===== src/rtl/hwag_pkg.sv =====
// Shared definitions for the HWAG coil channel slice.
//   HWAG_ACNT_WIDTH : width of the slave angle count and of the angle registers
//   HWAG_MAX_ANGLE  : top value of the angle counter (last angle of one cycle)
//   coil_state_t    : coil channel FSM state; the encoding is visible on state_out
package hwag_pkg;

    localparam int HWAG_ACNT_WIDTH = 24;
    localparam int HWAG_MAX_ANGLE  = 3839;

    typedef enum logic [1:0] {
        IDLE     = 2'd0,
        WAIT_SET = 2'd1,
        DWELL    = 2'd2,
        OFF_HOLD = 2'd3
    } coil_state_t;

endpackage


===== src/rtl/hwag_tick_timer.sv =====
// Clock-tick up-counter used for the dwell and off-time limits.
//   clk, rst : system clock, asynchronous active-low reset
//   clr      : synchronous clear to 0 (wins over en)
//   en       : count one tick; the counter saturates at all-ones
//   term     : terminal value compared against the count
//   hit      : count == term, or count >= term when TERM_GE is set
module hwag_tick_timer #(
    parameter int TIME_WIDTH = 24,
    parameter bit TERM_GE    = 1'b0
) (
    input  logic                  clk,
    input  logic                  rst,
    input  logic                  clr,
    input  logic                  en,
    input  logic [TIME_WIDTH-1:0] term,
    output logic                  hit
);

    logic [TIME_WIDTH-1:0] count;

    // NOTE: registers are written with <= so every flop samples pre-edge values.
    always_ff @(posedge clk or negedge rst) begin
        if (!rst) begin
            count <= '0;
        end else if (clr) begin
            count <= '0;
        end else if (en && (count != '1)) begin
            count <= count + TIME_WIDTH'(1);
        end
    end

    assign hit = TERM_GE ? (count >= term) : (count == term);

endmodule


===== src/rtl/hwag_coil_channel.sv =====
// One ignition coil channel driven by the HWAG slave angle counter.
//   clk, rst          : system clock, asynchronous active-low reset
//   hwag_start        : angle generator synchronised; 0 forces the channel idle
//   acnt, acnt_step   : running angle count and its one-clk "new value" strobe
//   set_angle_in,
//   reset_angle_in,
//   angles_wr         : dwell-start / fire angles, loaded into a pending shadow
//   max_dwell         : dwell limit in clk ticks (0 = unlimited)
//   min_off           : minimum coil-off time in clk ticks
//   flag_clr          : clears the sticky flags
//   coil_out          : registered coil drive
//   state_out         : FSM state encoding
//   angles_pending    : shadow angles waiting for the cycle wrap
//   overdwell_flag,
//   missed_set_flag,
//   wr_err_flag       : sticky event flags
module hwag_coil_channel
    import hwag_pkg::*;
#(
    parameter int ACNT_WIDTH = HWAG_ACNT_WIDTH,
    parameter int TIME_WIDTH = 24,
    parameter int MAX_ANGLE  = HWAG_MAX_ANGLE
) (
    input  logic                  clk,
    input  logic                  rst,
    input  logic                  hwag_start,
    input  logic [ACNT_WIDTH-1:0] acnt,
    input  logic                  acnt_step,
    input  logic [ACNT_WIDTH-1:0] set_angle_in,
    input  logic [ACNT_WIDTH-1:0] reset_angle_in,
    input  logic                  angles_wr,
    input  logic [TIME_WIDTH-1:0] max_dwell,
    input  logic [TIME_WIDTH-1:0] min_off,
    input  logic                  flag_clr,
    output logic                  coil_out,
    output logic [1:0]            state_out,
    output logic                  angles_pending,
    output logic                  overdwell_flag,
    output logic                  missed_set_flag,
    output logic                  wr_err_flag
);

    localparam logic [ACNT_WIDTH-1:0] MAX_A = ACNT_WIDTH'(MAX_ANGLE);

    coil_state_t           state;
    logic [ACNT_WIDTH-1:0] set_active, reset_active, set_pending, reset_pending;

    // Angle hits are equality-only and qualified by the strobe, so a dwell
    // window that spans the MAX_ANGLE -> 0 wrap needs no special handling.
    logic strobe_set, strobe_reset, cycle_wrap, transfer;
    logic wr_valid, wr_reject;
    logic dwell_hit, off_hit, forced_exit, off_done;
    logic overdwell_evt, missed_evt;

    assign strobe_set   = acnt_step && (acnt == set_active);
    assign strobe_reset = acnt_step && (acnt == reset_active);
    assign cycle_wrap   = acnt_step && (acnt == MAX_A);
    assign transfer     = cycle_wrap || (state == IDLE);

    assign wr_valid  = angles_wr && (set_angle_in <= MAX_A) && (reset_angle_in <= MAX_A);
    assign wr_reject = angles_wr && !wr_valid;

    // Dwell timer reads 0 on the first DWELL clock, so hitting max_dwell-1
    // ends the dwell exactly max_dwell ticks after coil_out rose.
    hwag_tick_timer #(.TIME_WIDTH(TIME_WIDTH), .TERM_GE(1'b0)) u_dwell_timer (
        .clk  (clk),
        .rst  (rst),
        .clr  (state != DWELL),
        .en   (1'b1),
        .term (max_dwell - TIME_WIDTH'(1)),
        .hit  (dwell_hit)
    );

    hwag_tick_timer #(.TIME_WIDTH(TIME_WIDTH), .TERM_GE(1'b1)) u_off_timer (
        .clk  (clk),
        .rst  (rst),
        .clr  (state != OFF_HOLD),
        .en   (1'b1),
        .term (min_off - TIME_WIDTH'(1)),
        .hit  (off_hit)
    );

    assign forced_exit = (max_dwell != '0) && dwell_hit;
    // min_off-1 wraps to all-ones for 0, so a zero limit is treated as one tick.
    assign off_done    = (min_off == '0) || off_hit;

    // The normal fire angle wins over the time limit in the same clock.
    assign overdwell_evt = hwag_start && (state == DWELL) && !strobe_reset && forced_exit;
    assign missed_evt    = hwag_start && (state == OFF_HOLD) && strobe_set;

    // Pending shadow and active angles. A write coinciding with a transfer
    // goes straight through to the active registers.
    always_ff @(posedge clk or negedge rst) begin
        if (!rst) begin
            set_pending    <= '0;
            reset_pending  <= '0;
            set_active     <= '0;
            reset_active   <= '0;
            angles_pending <= 1'b0;
        end else begin
            if (wr_valid) begin
                set_pending   <= set_angle_in;
                reset_pending <= reset_angle_in;
            end
            if (transfer) begin
                set_active     <= wr_valid ? set_angle_in   : set_pending;
                reset_active   <= wr_valid ? reset_angle_in : reset_pending;
                angles_pending <= 1'b0;
            end else if (wr_valid) begin
                angles_pending <= 1'b1;
            end
        end
    end

    always_ff @(posedge clk or negedge rst) begin
        if (!rst) begin
            state    <= IDLE;
            coil_out <= 1'b0;
        end else if (!hwag_start) begin
            state    <= IDLE;
            coil_out <= 1'b0;
        end else begin
            case (state)
                IDLE: state <= WAIT_SET;
                WAIT_SET: begin
                    // Equal set and fire angles disable the channel.
                    if (strobe_set && (set_active != reset_active)) begin
                        state    <= DWELL;
                        coil_out <= 1'b1;
                    end
                end
                DWELL: begin
                    if (strobe_reset || forced_exit) begin
                        state    <= OFF_HOLD;
                        coil_out <= 1'b0;
                    end
                end
                OFF_HOLD: begin
                    if (off_done) state <= WAIT_SET;
                end
                default: begin
                    state    <= IDLE;
                    coil_out <= 1'b0;
                end
            endcase
        end
    end

    // Sticky flags: a set event in the same clock beats flag_clr.
    always_ff @(posedge clk or negedge rst) begin
        if (!rst) begin
            overdwell_flag  <= 1'b0;
            missed_set_flag <= 1'b0;
            wr_err_flag     <= 1'b0;
        end else begin
            overdwell_flag  <= overdwell_evt | (overdwell_flag  & ~flag_clr);
            missed_set_flag <= missed_evt    | (missed_set_flag & ~flag_clr);
            wr_err_flag     <= wr_reject     | (wr_err_flag     & ~flag_clr);
        end
    end

    assign state_out = state;

endmodule


===== config.mk =====
export PLATFORM = sky130hd
export DESIGN_NAME = hwag_coil_channel
export DESIGN_NICKNAME = d
export VERILOG_FILES = /design/src/rtl/hwag_pkg.sv /design/src/rtl/hwag_tick_timer.sv /design/src/rtl/hwag_coil_channel.sv
export SDC_FILE = /design/constraint.sdc
export NUM_CORES = 1
export LEC_CHECK = 0
export ABC_AREA = 1
export BUFFER_PORTS_ARGS = -buffer_cell sky130_fd_sc_hd__buf_4
export CAP_MARGIN = 20
export CORE_UTILIZATION = 55
export CTS_CLUSTER_DIAMETER = 40
export DETAILED_ROUTE_END_ITERATION = 10
export PLACE_DENSITY = 0.77
export SETUP_SLACK_MARGIN = 0.2
export SLEW_MARGIN = 20
export SYNTH_ARGS = -nofsm -noshare
export SYNTH_HDL_FRONTEND = slang
export SYNTH_SLANG_ARGS = --single-unit
export TNS_END_PERCENT = 30

===== constraint.sdc =====
create_clock -name clk -period 3.6 [get_ports clk]
set_clock_uncertainty 0.05 [all_clocks]
set_input_delay 0.36 -clock clk [delete_from_list [all_inputs] [get_ports clk]]
set_output_delay 0.36 -clock clk [all_outputs]
set_load 0.05 [all_outputs]

# Word-level counts from Yosys, hierarchy flattened
# Cells that the tools add are included.
op_classes:
  eq_ne: 16
  bitwise: 7
  muxes: 17
  addsub: 4
  n_lt_le_gt_ge: 3
  reduce_logical: 26
ops:
  columns: ["operator", "n"]
  rows:
  - ["24-bit two-way mux", 6]
  - ["24-bit equality test", 3]
  - ["24-bit by 1-bit adder with 24-bit output, second input constant", 2]
  - ["24-bit by 12-bit <= comparator with 1-bit output, second input constant", 2]
  - ["24-bit inequality test, second input constant", 2]
  - ["24-bit by 1-bit subtractor with 24-bit output, second input constant", 2]
  - ["24-bit by 12-bit equality test with 1-bit output, second input constant", 1]
  - ["24-bit greater-or-equal comparator", 1]
  - ["24-bit zero test", 1]
  - ["24-bit inequality test", 1]
  - ["24-bit nonzero test", 1]
  - ["1-bit logical AND", 13]
  - ["2-bit two-way mux", 4]
  - ["2-bit one-hot mux with 4 select lines", 1]
  - ["3-bit inequality test, second input constant", 2]
  - ["3-bit AND reduction", 2]
  - ["2-bit nonzero test", 3]
  - ["1-bit two-way mux", 5]
  - ["2-bit equality test, second input constant", 2]
  - ["2-bit inequality test, second input constant", 2]
  - ["1-bit bitwise AND", 3]
  - ["1-bit logical OR", 3]
  - ["3-bit by 1-bit inequality test with 1-bit output, second input constant", 1]
  - ["3-bit by 2-bit inequality test with 1-bit output, second input constant", 1]
  - ["other kinds (6)", 9]
totals:
  ff_bits: 151
  out_inout_bits: 7
  wordCells: 85

# Longest topological paths before layout
# Gate-level depths: netlist of run 1.
logic_depth:
  depth_word: 7
  mapped_depth: 26

# By module
# A second synthesis of run 1 with hierarchy kept.
hier_totals:
  cells_unflattened: 1549
  hier_area_um2: 10691.5
modules_own_cells:
  columns: ["mod", "cells_per_inst", "instances", "seq_area_each_um2", "area_each_um2"]
  rows:
  - ["hwag_coil_channel", 932, 1, 2577.5, 6575.1]
  - ["hwag_tick_timer at u_off_timer", 331, 1, 600.6, 2188.3]
  - ["hwag_tick_timer at u_dwell_timer", 286, 1, 600.6, 1928.1]

# Least setup slack after synthesis of run 1
# OpenSTA, ideal clock, no wires.
synth_path:
  path_kind: "input to register"
  startpoint: "input min_off[1]"
  endpoint: "register state[0] (netlist: state_out[0])"
  setup_time_ps: 120
  path_slack_ps: 657
  arrival_time_ps: 2773
  path_stages: 24
  path_buffers: 0
  path_cell_list: "nor2_1 -> nand3_1 -> nor3_2 -> nand2_1 -> nor2_1 -> nand3_1 -> nor3_2 -> nand2_1 -> xnor2_1 -> inv_1 -> ha_1 -> nand2_1 -> inv_1 -> nand3_1 -> nor2_1 -> nand2_1 -> a21oi_1 -> nor2_1 -> nand3_1 -> nor3_1 -> nor2_1 -> nand2_2 -> nand2_1 -> nand2_1"
synth_via:
  elab_chain_len: 5
  elab_cells_between_ends: 6
  classes_between: "add/sub (1); order compare (1); eq/ne (1); reduce/logical (3)"
synth_rtl:
  columns: ["item", "line_no", "rtl"]
  rows:
  - ["start, declared", "hwag_coil_channel.sv:33", "input logic [TIME_WIDTH-1:0] min_off,"]
  - ["24-bit by 1-bit subtractor with 24-bit output", "hwag_coil_channel.sv:79", ".term (min_off - TIME_WIDTH'(1)),"]
  - ["24-bit greater-or-equal comparator", "hwag_tick_timer.sv:32", "assign hit = TERM_GE ? (count >= term) : (count == term);"]
  - ["1-bit logical OR *", "hwag_coil_channel.sv:85", "assign off_done = (min_off == '0) || off_hit;"]
  - ["3-bit inequality test (no line) *", null, null]
  - ["3-bit AND reduction (no line) *", null, null]
  - ["end signal, assigned", "hwag_coil_channel.sv:117", "state <= IDLE;"]
  - ["end signal, assigned", "hwag_coil_channel.sv:120", "state <= IDLE;"]
  - ["end signal, assigned", "hwag_coil_channel.sv:124", "IDLE: state <= WAIT_SET;"]
  - ["end, declared", "hwag_coil_channel.sv:45", "coil_state_t state;"]
# Mark *: on every way between the ends. The rest lies on a longest branch, timed or not.
# A chain may end at the register's enable or synchronous reset.

# Final worst setup path of run 1
layout_path:
  startpoint: "input min_off[0]"
  endpoint: "register state[1] (netlist: state_out[1])"
# The elaborated chain is that of the path after synthesis.

==> insert_results.sql, run 1 <==
INSERT INTO impl_metrics (metric_group, metric, value, unit) VALUES
('power', 'power_per_cell_area', '451', 'nW/µm²'),
('min_path', 'min-delay-path-class', 'input port to flop', ''),
('clock_network', 'cts_sink_cnt', '151', ''),
('synth', 'synth_edf_count', '0', ''),
('synth', 'synthArstFlopShare', '100', '%'),
('synth', 'postSynthNetCount', '1505', ''),
('global_routing', 'grt_antenna_before_repair', '0', ''),
('synth', 'netlist_area_before_placement', '9820', 'µm²'),
('clock_network', 'cts_made_buffers', '17', ''),
('synth', 'ys_seq_area_share', '38.5', '%'),
('drt', 'drc', '0', ''),
('drt', 'routed_wire_length_per_instance', '13.9', 'µm'),
('timing', 'setup_repair_after_global_routing_missed_its_margin', 'no', ''),
('layout', 'drive_gt1_share', '15.5', '%'),
('timing', 'fin_hold_ws', '0.108', 'ns'),
('timing', 'setup_viol', '0', ''),
('placement', 'place_congestion', '0.903', ''),
('timing', 'maxClockFrequency', '322', 'MHz'),
('placement', 'place.detailed.instances', '1682', ''),
('die', 'num_io_pins', '133', ''),
('die', 'dieWidth', '136', 'µm'),
('power', 'max-vdd-ir-drop', '0.000597', 'V'),
('layout', 'area.growth.synth_to_final', '18.8', '%'),
('drt', 'drt_wl_total', '23.9', 'mm'),
('synth', 'syn-instance-count', '1346', ''),
('placement', 'portBuffers', '132', ''),
('layout', 'final_cells', '1718', ''),
('synth', 'synth_top_flop_cell', 'sky130_fd_sc_hd__dfrtp_1', ''),
('setup_path', 'criticalPathCategory', 'input port to flop', ''),
('drt', 'routed_via_count_divided_by_cell_count', '5.27', ''),
('timing', 'finalWorstPathRequiredPeriod', '3.11', 'ns'),
('drt', 'met2_length', '11.5', 'mm'),
('timing', 'finalMaxSlewViolations', '0', ''),
('drt', 'met3RoutedLength', '1.46', 'mm'),
('global_routing', 'gr-total-overflow', '0', ''),
('clock_network', 'cts.root.buffer_cell', 'sky130_fd_sc_hd__clkbuf_16', ''),
('clock_network', 'cts_tree', 'built', ''),
('outcome', 'status', 'complete, no violations', ''),
('die', 'fp.dieArea', '18400', 'µm²'),
('power', 'total_leakage_power', '5.80', 'nW'),
('job', 'max_cap_viol', '0', ''),
('die', 'initial_utilization', '56.6', '%'),
('placement', 'dpl.hpwl', '18.3', 'mm'),
('setup_path', 'worstSetupStartpointType', 'input port', ''),
('setup_path', 'endpoint_kind', 'flop', ''),
('timing', 'final-hold-violation-count', '0', ''),
('timing', 'final_min_period_over_clock_period', '86.3', '%'),
('layout', 'nNetsFinal', '1639', ''),
('global_routing', 'first_global_vias', '8523', ''),
('drt', 'top_signal_layer_used', 'met4', ''),
('synth', 'synth_seq_cells', '151', ''),
('die', 'floorplan_core_area', '17400', 'µm²'),
('drt', 'initial_drt_pass_iterations', '7', ''),
('die', 'placementRows', '48', ''),
('synth', 'synthesized_area_per_cell', '7.30', 'µm²'),
('layout', 'diodes', '0', ''),
('global_routing', 'grt.total_usage', '26.9', '%'),
('clock_network', 'insertion_delay', '0.42', 'ns'),
('drt', 'ant_nets', '0', ''),
('clock_network', 'htree_levels', '4', ''),
('synth', 'netlist.area_leader.share', '38.5', '%'),
('drt', 'drt_iter0_drc', '677', ''),
('synth', 'synth_cell_types', '44', ''),
('timing', 'fin_setup_tns', '0', 'ns'),
('drt', 'routed-via-count', '9056', ''),
('timing', 'worst_slew_margin_rel', '46.3', '%'),
('synth', 'netlist.top_cell.by_area', 'sky130_fd_sc_hd__dfrtp_1', ''),
('setup_path', 'worst-path-max-fanout', '4', ''),
('drt', 'm1WireLength', '10.5', 'mm'),
('synth', 'synth.yosys.warnings', '0', ''),
('timing', 'worst-slew-pin-transition', '0.805', 'ns'),
('global_routing', 'wire_length_of_the_first_global_routing_pass', '39.4', 'mm'),
('setup_path', 'critPathArrivalTime', '3.37', 'ns'),
('clock_network', 'clockBufferDepth', '2', ''),
('clock_network', 'worst_setup_hold_path_clk_slew', '0.06', 'ns'),
('setup_path', 'cp_data_required_time', '3.86', 'ns'),
('synth', 'post_synth_main_area_contributors', 'sky130_fd_sc_hd__dfrtp_1 (38%), sky130_fd_sc_hd__nand2_1 (12%), sky130_fd_sc_hd__inv_1 (7.6%)', ''),
('global_routing', 'pin_count_of_the_biggest_net_entering_global_routing', '89', ''),
('die', 'chipHeight', '136', 'µm');
[flip-flops by register name (all words and copies together) (netlist names)]
signal / count
set_active: 24
missed_set_flag: 1
reset_active: 24
wr_err_flag: 1
overdwell_flag: 1
reset_pending: 24
state_out: 2
u_off_timer.count: 24
coil_out: 1
u_dwell_timer.count: 24
set_pending: 24
angles_pending: 1
[repair_timing]
item                       4_1_cts  5_1_grt
hold buffers                     1        0
setup endpoints to repair        0        2
setup buffers                    0        3
hold endpoints to repair        43        0
resized for setup                0        9
[per-layer routing]
layer  global-route usage, %  vias up
met4                    7.93        0
li1                        -     4607
met1                    35.2     4137
met2                    45.1      271
met3                    5.05       41
met5                       0        -
[synth_stat cells (4+ instances only)]
cell type and count:
sky130_fd_sc_hd__o22ai_1 7, sky130_fd_sc_hd__a211oi_1 6, sky130_fd_sc_hd__a31oi_1 16, sky130_fd_sc_hd__nand2_2 10, sky130_fd_sc_hd__a21oi_1 43, sky130_fd_sc_hd__nand2_1 308, sky130_fd_sc_hd__dfrtp_1 151, sky130_fd_sc_hd__xor2_1 44
sky130_fd_sc_hd__nor2_2 10, sky130_fd_sc_hd__ha_1 33, sky130_fd_sc_hd__nor3_2 5, sky130_fd_sc_hd__inv_1 200, sky130_fd_sc_hd__nand3b_1 4, sky130_fd_sc_hd__or2_2 5, sky130_fd_sc_hd__nor3_1 44, sky130_fd_sc_hd__o21ai_1 15
sky130_fd_sc_hd__xnor2_1 37, sky130_fd_sc_hd__nor2_1 157, sky130_fd_sc_hd__nand4_1 39, sky130_fd_sc_hd__buf_2 8, sky130_fd_sc_hd__o21ai_0 68, sky130_fd_sc_hd__nor2_4 8, sky130_fd_sc_hd__buf_4 6, sky130_fd_sc_hd__nor4_1 15
sky130_fd_sc_hd__inv_2 6, sky130_fd_sc_hd__nand3_1 64, sky130_fd_sc_hd__clkbuf_1 9, sky130_fd_sc_hd__o21a_1 4
[worst max-delay path, stage by stage]
cell,delay [ns]
sky130_fd_sc_hd__buf_4,0.11
sky130_fd_sc_hd__inv_1,0.12
sky130_fd_sc_hd__ha_2,0.24
sky130_fd_sc_hd__inv_1,0.05
sky130_fd_sc_hd__nor2_1,0.17
sky130_fd_sc_hd__nand3_1,0.10
sky130_fd_sc_hd__nor2_1,0.12
sky130_fd_sc_hd__nand4_1,0.18
sky130_fd_sc_hd__nor2_2,0.21
sky130_fd_sc_hd__nand3_1,0.10
sky130_fd_sc_hd__o21ai_0,0.19
sky130_fd_sc_hd__nand2_1,0.07
sky130_fd_sc_hd__inv_1,0.06
sky130_fd_sc_hd__ha_1,0.23
sky130_fd_sc_hd__nand2_1,0.07
sky130_fd_sc_hd__inv_1,0.05
sky130_fd_sc_hd__nand3_1,0.11
sky130_fd_sc_hd__a21oi_1,0.06
sky130_fd_sc_hd__nor2_1,0.09
sky130_fd_sc_hd__nand2_1,0.06
sky130_fd_sc_hd__nor2_1,0.08
sky130_fd_sc_hd__nand3_1,0.12
sky130_fd_sc_hd__nor3_1,0.20
sky130_fd_sc_hd__nor2_2,0.09
sky130_fd_sc_hd__nand3b_1,0.09
sky130_fd_sc_hd__nand2_1,0.05
[cell usage in the layout (no fill, tap or decap), types with 7 or more instances in the layout]
cell                        instances
sky130_fd_sc_hd__xnor2_1           37
sky130_fd_sc_hd__nand2_1          308
sky130_fd_sc_hd__nand2_2           10
sky130_fd_sc_hd__nor4_1            15
sky130_fd_sc_hd__nor3_1            44
sky130_fd_sc_hd__nand3_1           62
sky130_fd_sc_hd__nor2_2            14
sky130_fd_sc_hd__o22ai_1            7
sky130_fd_sc_hd__nor2_1           153
sky130_fd_sc_hd__nand4_1           39
sky130_fd_sc_hd__ha_1              32
sky130_fd_sc_hd__nor2_4             8
sky130_fd_sc_hd__clkbuf_16         17
sky130_fd_sc_hd__o21ai_0           68
sky130_fd_sc_hd__inv_1            200
sky130_fd_sc_hd__xor2_1            44
sky130_fd_sc_hd__dfrtp_1          151
sky130_fd_sc_hd__a21oi_1           43
sky130_fd_sc_hd__o21ai_1           15
sky130_fd_sc_hd__a31oi_1           16
sky130_fd_sc_hd__buf_4            136
[report_power, final]
part | switching [mW] | total [mW] | internal [mW]
clock network | 0.756 | 1.68 | 0.922
logic | 0.884 | 1.47 | 0.590
registers | 0.212 | 2.12 | 1.90
[cells by family (layout without fill, tap and decap cells)]
family          count (synthesis)  in the layout  share of synthesized area, %
compound gates                168            168                          9.49
simple gates                  681            681                          31.4
buf+inv                       232            379                          9.24
flops                         151            151                          38.5
xor+xnor                       81             81                          7.22
fa+ha+maj                      33             33                          4.20
[area by class of cell]
type                       instances  area (µm²)
tap                              225         282
timing repair buffer             141        1100
inverter                         206         773
sequential                       151        3780
fill                            1537        5690
clock inverter                    13         111
clock buffer                      19         443
multi-input combinational        963        5180
[through the flow]
step	setup WS [ns]	utilization [%]	instance area (µm²)	power, mW
4_1_cts	0.410	66.9	11600	5.30
5_1_grt	0.139	67.2	11700	5.59
2_1_floorplan	0.657	-	9820	3.13
3_3_place_gp	0.222	63.6	11000	3.56
6_report	0.492	67.2	11700	5.27
3_5_place_dp	-0.0166	63.6	11000	3.60
[worst paths after layout]
check                                     start               endpoint  slack [ns]  cells past startpoint
max                                  min_off[0]           state_out[1]        0.49                     26
min                           reset_angle_in[7]       reset_pending[7]        0.11                      3
max reg2reg                u_off_timer.count[1]  u_off_timer.count[15]        1.36                     14
min reg2reg                            coil_out               coil_out        0.42                      2
max in group asynchronous                   rst  u_off_timer.count[16]        2.18                      3
min in group asynchronous                   rst          set_active[5]        0.53                      2
Note: power is estimated with default switching activity, not from simulation.
==> run 2: changes to the inputs <==
BUFFER_PORTS_ARGS = unset   (was -buffer_cell sky130_fd_sc_hd__buf_4)
DONT_BUFFER_PORTS = 1   (was unset)
PLACE_DENSITY = 0.7   (was 0.77)
==> insert_results.sql, run 2 (same netlist as run 1, synthesis figures left out) <==
INSERT INTO impl_metrics (metric_group, metric, value, unit) VALUES
('outcome', 'status', 'finished, violations left', ''),
('outcome', 'failed_checks', 'negative hold slack', ''),
('timing', 'finalMaxSlewViolations', '0', ''),
('timing', 'setup_viol', '0', ''),
('clock_network', 'htree_levels', '4', ''),
('global_routing', 'gr-total-overflow', '0', ''),
('drt', 'routed-via-count', '8539', ''),
('clock_network', 'cts_tree', 'built', ''),
('placement', 'place_area', '10000', 'µm²'),
('job', 'max_cap_viol', '0', ''),
('setup_path', 'criticalPathCategory', 'input port to flop', ''),
('drt', 'drt_iter0_drc', '600', ''),
('timing', 'fin_hold_ws', '-0.434', 'ns'),
('global_routing', 'wire_length_of_the_first_global_routing_pass', '37.9', 'mm'),
('drt', 'routed_wire_length_per_instance', '14.7', 'µm'),
('clock_network', 'cts.root.buffer_cell', 'sky130_fd_sc_hd__clkbuf_16', ''),
('setup_path', 'critical_path_max_stage_delay', '0.28', 'ns'),
('die', 'chipHeight', '136', 'µm'),
('clock_network', 'cts_sink_cnt', '151', ''),
('setup_path', 'endpoint_kind', 'flop', ''),
('power', 'max-vdd-ir-drop', '0.000399', 'V'),
('timing', 'fin_setup_tns', '0', 'ns'),
('global_routing', 'grt_antenna_before_repair', '0', ''),
('layout', 'area.growth.synth_to_final', '8.62', '%'),
('setup_path', 'worst-path-max-fanout', '3', ''),
('clock_network', 'cts_made_buffers', '17', ''),
('setup_path', 'critPathArrivalTime', '3.24', 'ns'),
('min_path', 'min-delay-path-class', 'input port to asynchronous set/reset pin', ''),
('layout', 'area.sequential', '3780', 'µm²'),
('layout', 'area_of_the_multi_input_gates', '5150', 'µm²'),
('drt', 'ant_nets', '0', ''),
('placement', 'portBuffers', '0', ''),
('global_routing', 'first_global_vias', '8009', ''),
('clock_network', 'insertion_delay', '0.43', 'ns'),
('drt', 'initial_drt_pass_iterations', '5', ''),
('layout', 'design_area', '10700', 'µm²'),
('setup_path', 'crit_slowest_cell', 'sky130_fd_sc_hd__ha_1', ''),
('timing', 'worst-slew-pin-transition', '0.663', 'ns'),
('placement', 'dpl.hpwl', '17.7', 'mm'),
('die', 'placementRows', '48', ''),
('layout', 'num-fill-cells', '1598', ''),
('setup_path', 'most_frequent_cell_on_the_critical_path', 'sky130_fd_sc_hd__nand2_1', ''),
('die', 'num_io_pins', '133', ''),
('drt', 'drc', '0', ''),
('layout', 'nNetsFinal', '1506', ''),
('setup_path', 'cp_data_required_time', '3.87', 'ns'),
('timing', 'maxClockFrequency', '337', 'MHz'),
('drt', 'drt_wl_total', '23.2', 'mm'),
('power', 'finalPower', '5.21', 'mW'),
('power', 'power_per_cell_area', '489', 'nW/µm²'),
('layout', 'diodes', '0', ''),
('placement', 'place_congestion', '0.913', ''),
('clock_network', 'clockBufferDepth', '2', ''),
('layout', 'drive_gt1_share', '6.99', '%'),
('die', 'floorplan_core_area', '17400', 'µm²'),
('clock_network', 'cts_hold_repair.buffers', '1', ''),
('timing', 'final_min_period_over_clock_period', '82.4', '%'),
('die', 'initial_utilization', '56.6', '%'),
('die', 'dieWidth', '136', 'µm'),
('global_routing', 'grt.total_usage', '26.2', '%'),
('power', 'total_leakage_power', '5.16', 'nW'),
('layout', 'layout.cells.most_common_list', 'sky130_fd_sc_hd__nand2_1 (308), sky130_fd_sc_hd__inv_1 (200), sky130_fd_sc_hd__nor2_1 (154), sky130_fd_sc_hd__dfrtp_1 (151), sky130_fd_sc_hd__o21ai_0 (67)', ''),
('global_routing', 'pin_count_of_the_biggest_net_entering_global_routing', '152', ''),
('timing', 'worst_slew_margin_rel', '55.7', '%'),
('timing', 'setup_repair_after_global_routing_missed_its_margin', 'no', ''),
('setup_path', 'critical_path.cell_chain', 'nor2_1, nand3_1, nor3_2, nand2_1, nor2_1, nand3_1, nor3_2, nand2_1, xnor2_1, inv_1, ha_1, nand2_1, inv_1, nand3_1, nor2_2, nand2_1, a21oi_1, nor2_1, nand3_1, nor3_1, nor2_1, nand2_2, nand2_1, nand2_1', ''),
('setup_path', 'worstSetupStartpointType', 'input port', ''),
('timing', 'finalWorstPathRequiredPeriod', '2.97', 'ns'),
('clock_network', 'worst_setup_hold_path_clk_slew', '0.06', 'ns'),
('layout', 'mostFrequentLayoutCell', 'sky130_fd_sc_hd__nand2_1', ''),
('die', 'fp.dieArea', '18400', 'µm²'),
('timing', 'final-hold-violation-count', '151', ''),
('drt', 'routed_via_count_divided_by_cell_count', '5.39', '');
[run 2: area by class of cell]
class / instances / share of cell area, %
timing repair buffer: 8 / 0.821
clock inverter: 11 / 1.29
sequential: 151 / 35.4
tap: 225 / 2.64
multi-input combinational: 963 / 48.3
inverter: 206 / 7.25
clock buffer: 20 / 4.28
[run 2: routing by layer]
metal / track usage (%) / wire, µm / part of all wire (%)
met1: 34.6 / 10600 / 45
met5: 0 / 0 / 0
met4: 6.49 / 320 / 1.4
met2: 43.6 / 11000 / 47
met3: 5.35 / 1320 / 5.7
[run 2: metrics by stage]
| step | std cells | worst slack [ns] | hold WS (ns) | utilization (%) |
|---|---|---|---|---|
| finish | 1584 | 0.632 | -0.434 | 61.5 |
| global route | 1584 | 0.233 | -0.448 | 61.5 |
| CTS | 1583 | 0.575 | -0.437 | 61.4 |
| detailed placement | 1551 | 0.144 | 0.0182 | 57.9 |
| global placement | 1551 | 0.329 | 0.0193 | 57.9 |
| floorplan | 1346 | 0.657 | 0.0144 | - |
[run 2: final timing paths]
| path | from | to | slack [ns] | depth (start not counted) |
|---|---|---|---|---|
| max | min_off[1] | state_out[0] | 0.63 | 24 |
| max in group asynchronous | rst | state_out[0] | 3.76 | 0 |
| min | rst | reset_active[18] | -0.43 | 0 |
| max reg2reg | u_off_timer.count[1] | u_off_timer.count[17] | 1.34 | 13 |
| min reg2reg | reset_pending[8] | reset_pending[8] | 0.43 | 2 |
| min in group clk | set_angle_in[3] | set_pending[3] | 0.01 | 2 |
[run 2: what timing repair did]
item                                    in CTS  in global routing
endpoints found under the setup margin       0                  2
setup buffers                                0                  1
resized for setup                            0                  5
endpoints found under the hold margin      154                151
[run 2: worst max-delay path, delay by kind of cell]
family | cells | cell delay, ns
and+or+nand+nor | 19 | 2.22
adders and majority gates | 1 | 0.28
xor gates and xnor gates | 1 | 0.14
buffers and inverters | 2 | 0.12
AOI/OAI and AO/OA | 1 | 0.12
[run 2: where the power goes]
part	internal [mW]	switching [mW]
Combinational	0.509	0.729
Sequential	1.90	0.268
Clock	1.07	0.735
Total	3.48	1.73
==> run 3: changes to the inputs <==
clock period = 3.1 ns   (was 3.6 ns; I/O delays follow)
==> insert_results.sql, run 3 (same netlist as run 1, synthesis figures left out) <==
INSERT INTO impl_metrics (metric_group, metric, value, unit) VALUES
('clock_network', 'cts_tree', 'built', ''),
('placement', 'place_area', '10100', 'µm²'),
('die', 'dieWidth', '136', 'µm'),
('layout', 'layout.cells.most_common_list', 'sky130_fd_sc_hd__nand2_1 (307), sky130_fd_sc_hd__inv_1 (198), sky130_fd_sc_hd__dfrtp_1 (151), sky130_fd_sc_hd__nor2_1 (149), sky130_fd_sc_hd__o21ai_0 (66)', ''),
('timing', 'finalWorstPathRequiredPeriod', '2.76', 'ns'),
('clock_network', 'insertion_delay', '0.42', 'ns'),
('setup_path', 'cp_num_cells', '24', ''),
('min_path', 'min-delay-path-class', 'input port to asynchronous set/reset pin', ''),
('clock_network', 'cts_hold_repair.buffers', '22', ''),
('clock_network', 'htree_levels', '4', ''),
('drt', 'initial_drt_pass_iterations', '5', ''),
('setup_path', 'endpoint_kind', 'flop', ''),
('job', 'max_cap_viol', '0', ''),
('power', 'power_per_cell_area', '537', 'nW/µm²'),
('drt', 'top_signal_layer_used', 'met4', ''),
('timing', 'final-hold-violation-count', '151', ''),
('setup_path', 'criticalPathCategory', 'input port to flop', ''),
('placement', 'portBuffers', '0', ''),
('global_routing', 'gr-total-overflow', '0', ''),
('die', 'fp.dieArea', '18400', 'µm²'),
('placement', 'place_congestion', '0.916', ''),
('timing', 'fin_hold_ws', '-0.469', 'ns'),
('drt', 'routed_via_count_divided_by_cell_count', '5.29', ''),
('setup_path', 'worstSetupStartpointType', 'input port', ''),
('outcome', 'status', 'finished, violations left', ''),
('power', 'finalPower', '5.92', 'mW'),
('global_routing', 'wire_length_of_the_first_global_routing_pass', '37.9', 'mm'),
('die', 'num_io_pins', '133', ''),
('drt', 'ant_nets', '0', ''),
('drt', 'm1WireLength', '11.0', 'mm'),
('setup_path', 'critical_path.cell_chain', 'nor2_4, nand3_4, nor3_4, nand2_2, nor2_2, nand3_2, nor3_4, nand2_1, xnor2_1, inv_1, ha_4, nand2_1, inv_2, nand3_2, nor2_4, nand2_1, a21oi_2, nor2_1, nand3_1, nor3_2, nor2_2, nand2_2, nand2_1, nand2_1', ''),
('setup_path', 'worstRegToRegCells', '5', ''),
('drt', 'drc', '0', ''),
('timing', 'finalMaxSlewViolations', '0', ''),
('layout', 'nNetsFinal', '1537', ''),
('setup_path', 'setup.worst_path.start', 'min_off[2]', ''),
('setup_path', 'crit_slowest_cell', 'sky130_fd_sc_hd__ha_4', ''),
('clock_network', 'worst_setup_hold_path_clk_slew', '0.07', 'ns'),
('timing', 'postLayoutSetupSlackWorst', '0.336', 'ns'),
('setup_path', 'critical_path_max_stage_delay', '0.27', 'ns'),
('clock_network', 'cts.root.buffer_cell', 'sky130_fd_sc_hd__clkbuf_16', ''),
('setup_path', 'critPathArrivalTime', '3.02', 'ns'),
('die', 'floorplan_core_area', '17400', 'µm²'),
('drt', 'drt_iter0_drc', '510', ''),
('clock_network', 'cts_made_buffers', '17', ''),
('timing', 'worst-slew-pin-transition', '0.642', 'ns'),
('timing', 'maxClockFrequency', '362', 'MHz'),
('placement', 'place_worst_setup_slack', '-0.0842', 'ns'),
('global_routing', 'pin_count_of_the_biggest_net_entering_global_routing', '152', ''),
('timing', 'final_min_period_over_clock_period', '89.2', '%'),
('die', 'initial_utilization', '56.6', '%'),
('setup_path', 'most_frequent_cell_on_the_critical_path', 'sky130_fd_sc_hd__nand2_1', ''),
('drt', 'met3RoutedLength', '1.12', 'mm'),
('drt', 'drt_wl_total', '23.6', 'mm'),
('setup_path', 'critPathTopFamily', 'simple AND/OR/NAND/NOR gates', ''),
('layout', 'area.growth.synth_to_final', '12.2', '%'),
('timing', 'setup_repair_after_global_routing_missed_its_margin', 'yes', ''),
('clock_network', 'cts_post_setup_buffers_inserted', '0', ''),
('setup_path', 'critical_path_buf_inv_count', '2', ''),
('clock_network', 'cts_sink_cnt', '151', ''),
('outcome', 'failed_checks', 'negative hold slack', ''),
('timing', 'worst_slew_margin_rel', '57.2', '%'),
('setup_path', 'cp_data_required_time', '3.35', 'ns'),
('global_routing', 'grt_antenna_before_repair', '0', ''),
('layout', 'design_area', '11000', 'µm²'),
('clock_network', 'clockBufferDepth', '2', ''),
('power', 'max-vdd-ir-drop', '0.000547', 'V'),
('drt', 'routed_wire_length_per_instance', '14.6', 'µm'),
('die', 'chipHeight', '136', 'µm'),
('global_routing', 'first_global_vias', '7904', ''),
('placement', 'dpl.hpwl', '17.7', 'mm'),
('power', 'total_leakage_power', '5.29', 'nW'),
('layout', 'mostFrequentLayoutCell', 'sky130_fd_sc_hd__nand2_1', ''),
('setup_path', 'rr_startpoint', 'state_out[0]', ''),
('timing', 'setup_viol', '0', ''),
('layout', 'diodes', '0', ''),
('layout', 'drive_gt1_share', '8.84', '%'),
('drt', 'routed-via-count', '8541', ''),
('setup_path', 'worst-path-max-fanout', '3', ''),
('global_routing', 'grt.total_usage', '26.1', '%'),
('drt', 'met2_length', '11.3', 'mm'),
('die', 'placementRows', '48', '');
run 3: worst paths after layout:
path / end / slack [ns]
max reg2reg: u_dwell_timer.count[21] / 0.86
min reg2reg: set_pending[1] / 0.42
min in group clk: reset_pending[8] / 0.02
max: state_out[0] / 0.34
max in group asynchronous: set_active[1] / 3.25
min: reset_pending[20] / -0.47
run 3: cell type report:
cell class	count	area, µm²
clock inverters	13	111
repair buffers	39	360
well taps	225	282
fillers	1533	6330
flip-flops and latches	151	3780
multi-input cells	963	5260
clock buffers	19	453
inverters	206	777
run 3: timing repair:
action                     in CTS  in global routing
hold endpoints to repair      174                151
gates resized for setup         0                 29
setup endpoints to repair       0                  2
run 3: worst reg2reg max path, stage by stage (launching register included):
cell and delay, ns:
sky130_fd_sc_hd__dfrtp_1 0.63, sky130_fd_sc_hd__inv_1 0.18, sky130_fd_sc_hd__ha_1 0.58, sky130_fd_sc_hd__inv_1 0.39
sky130_fd_sc_hd__a21oi_1 0.21, sky130_fd_sc_hd__o21a_1 0.14
run 3: per-stage QoR:
stage / util (%) / std cells / hold WS (ns) / setup TNS [ns]
CTS: 62.8 / 1616 / -0.487 / 0
global route: 63.5 / 1616 / -0.495 / 0
detailed placement: 58.3 / 1562 / -0.0321 / -0.160
global placement: 58.3 / 1562 / -0.0312 / 0
floorplan: - / 1346 / -0.0356 / 0
finish: 63.5 / 1616 / -0.469 / 0
run 3: where the power goes:
group / total [mW] / switching (mW) / internal [mW] / leakage [nW]
registers: 2.50 / 0.291 / 2.21 / 1.88
logic: 1.44 / 0.856 / 0.588 / 3.13
clock network: 1.98 / 0.886 / 1.09 / 0.276
total: 5.92 / 2.03 / 3.89 / 5.29
run 3: per-layer routing:
layer | track usage, % | vias to the layer above
met4 | 6.62 | 0
met2 | 42.8 | 173
met1 | 35.1 | 3947
li1 | - | 4400
met5 | 0 | -
met3 | 5.31 | 21
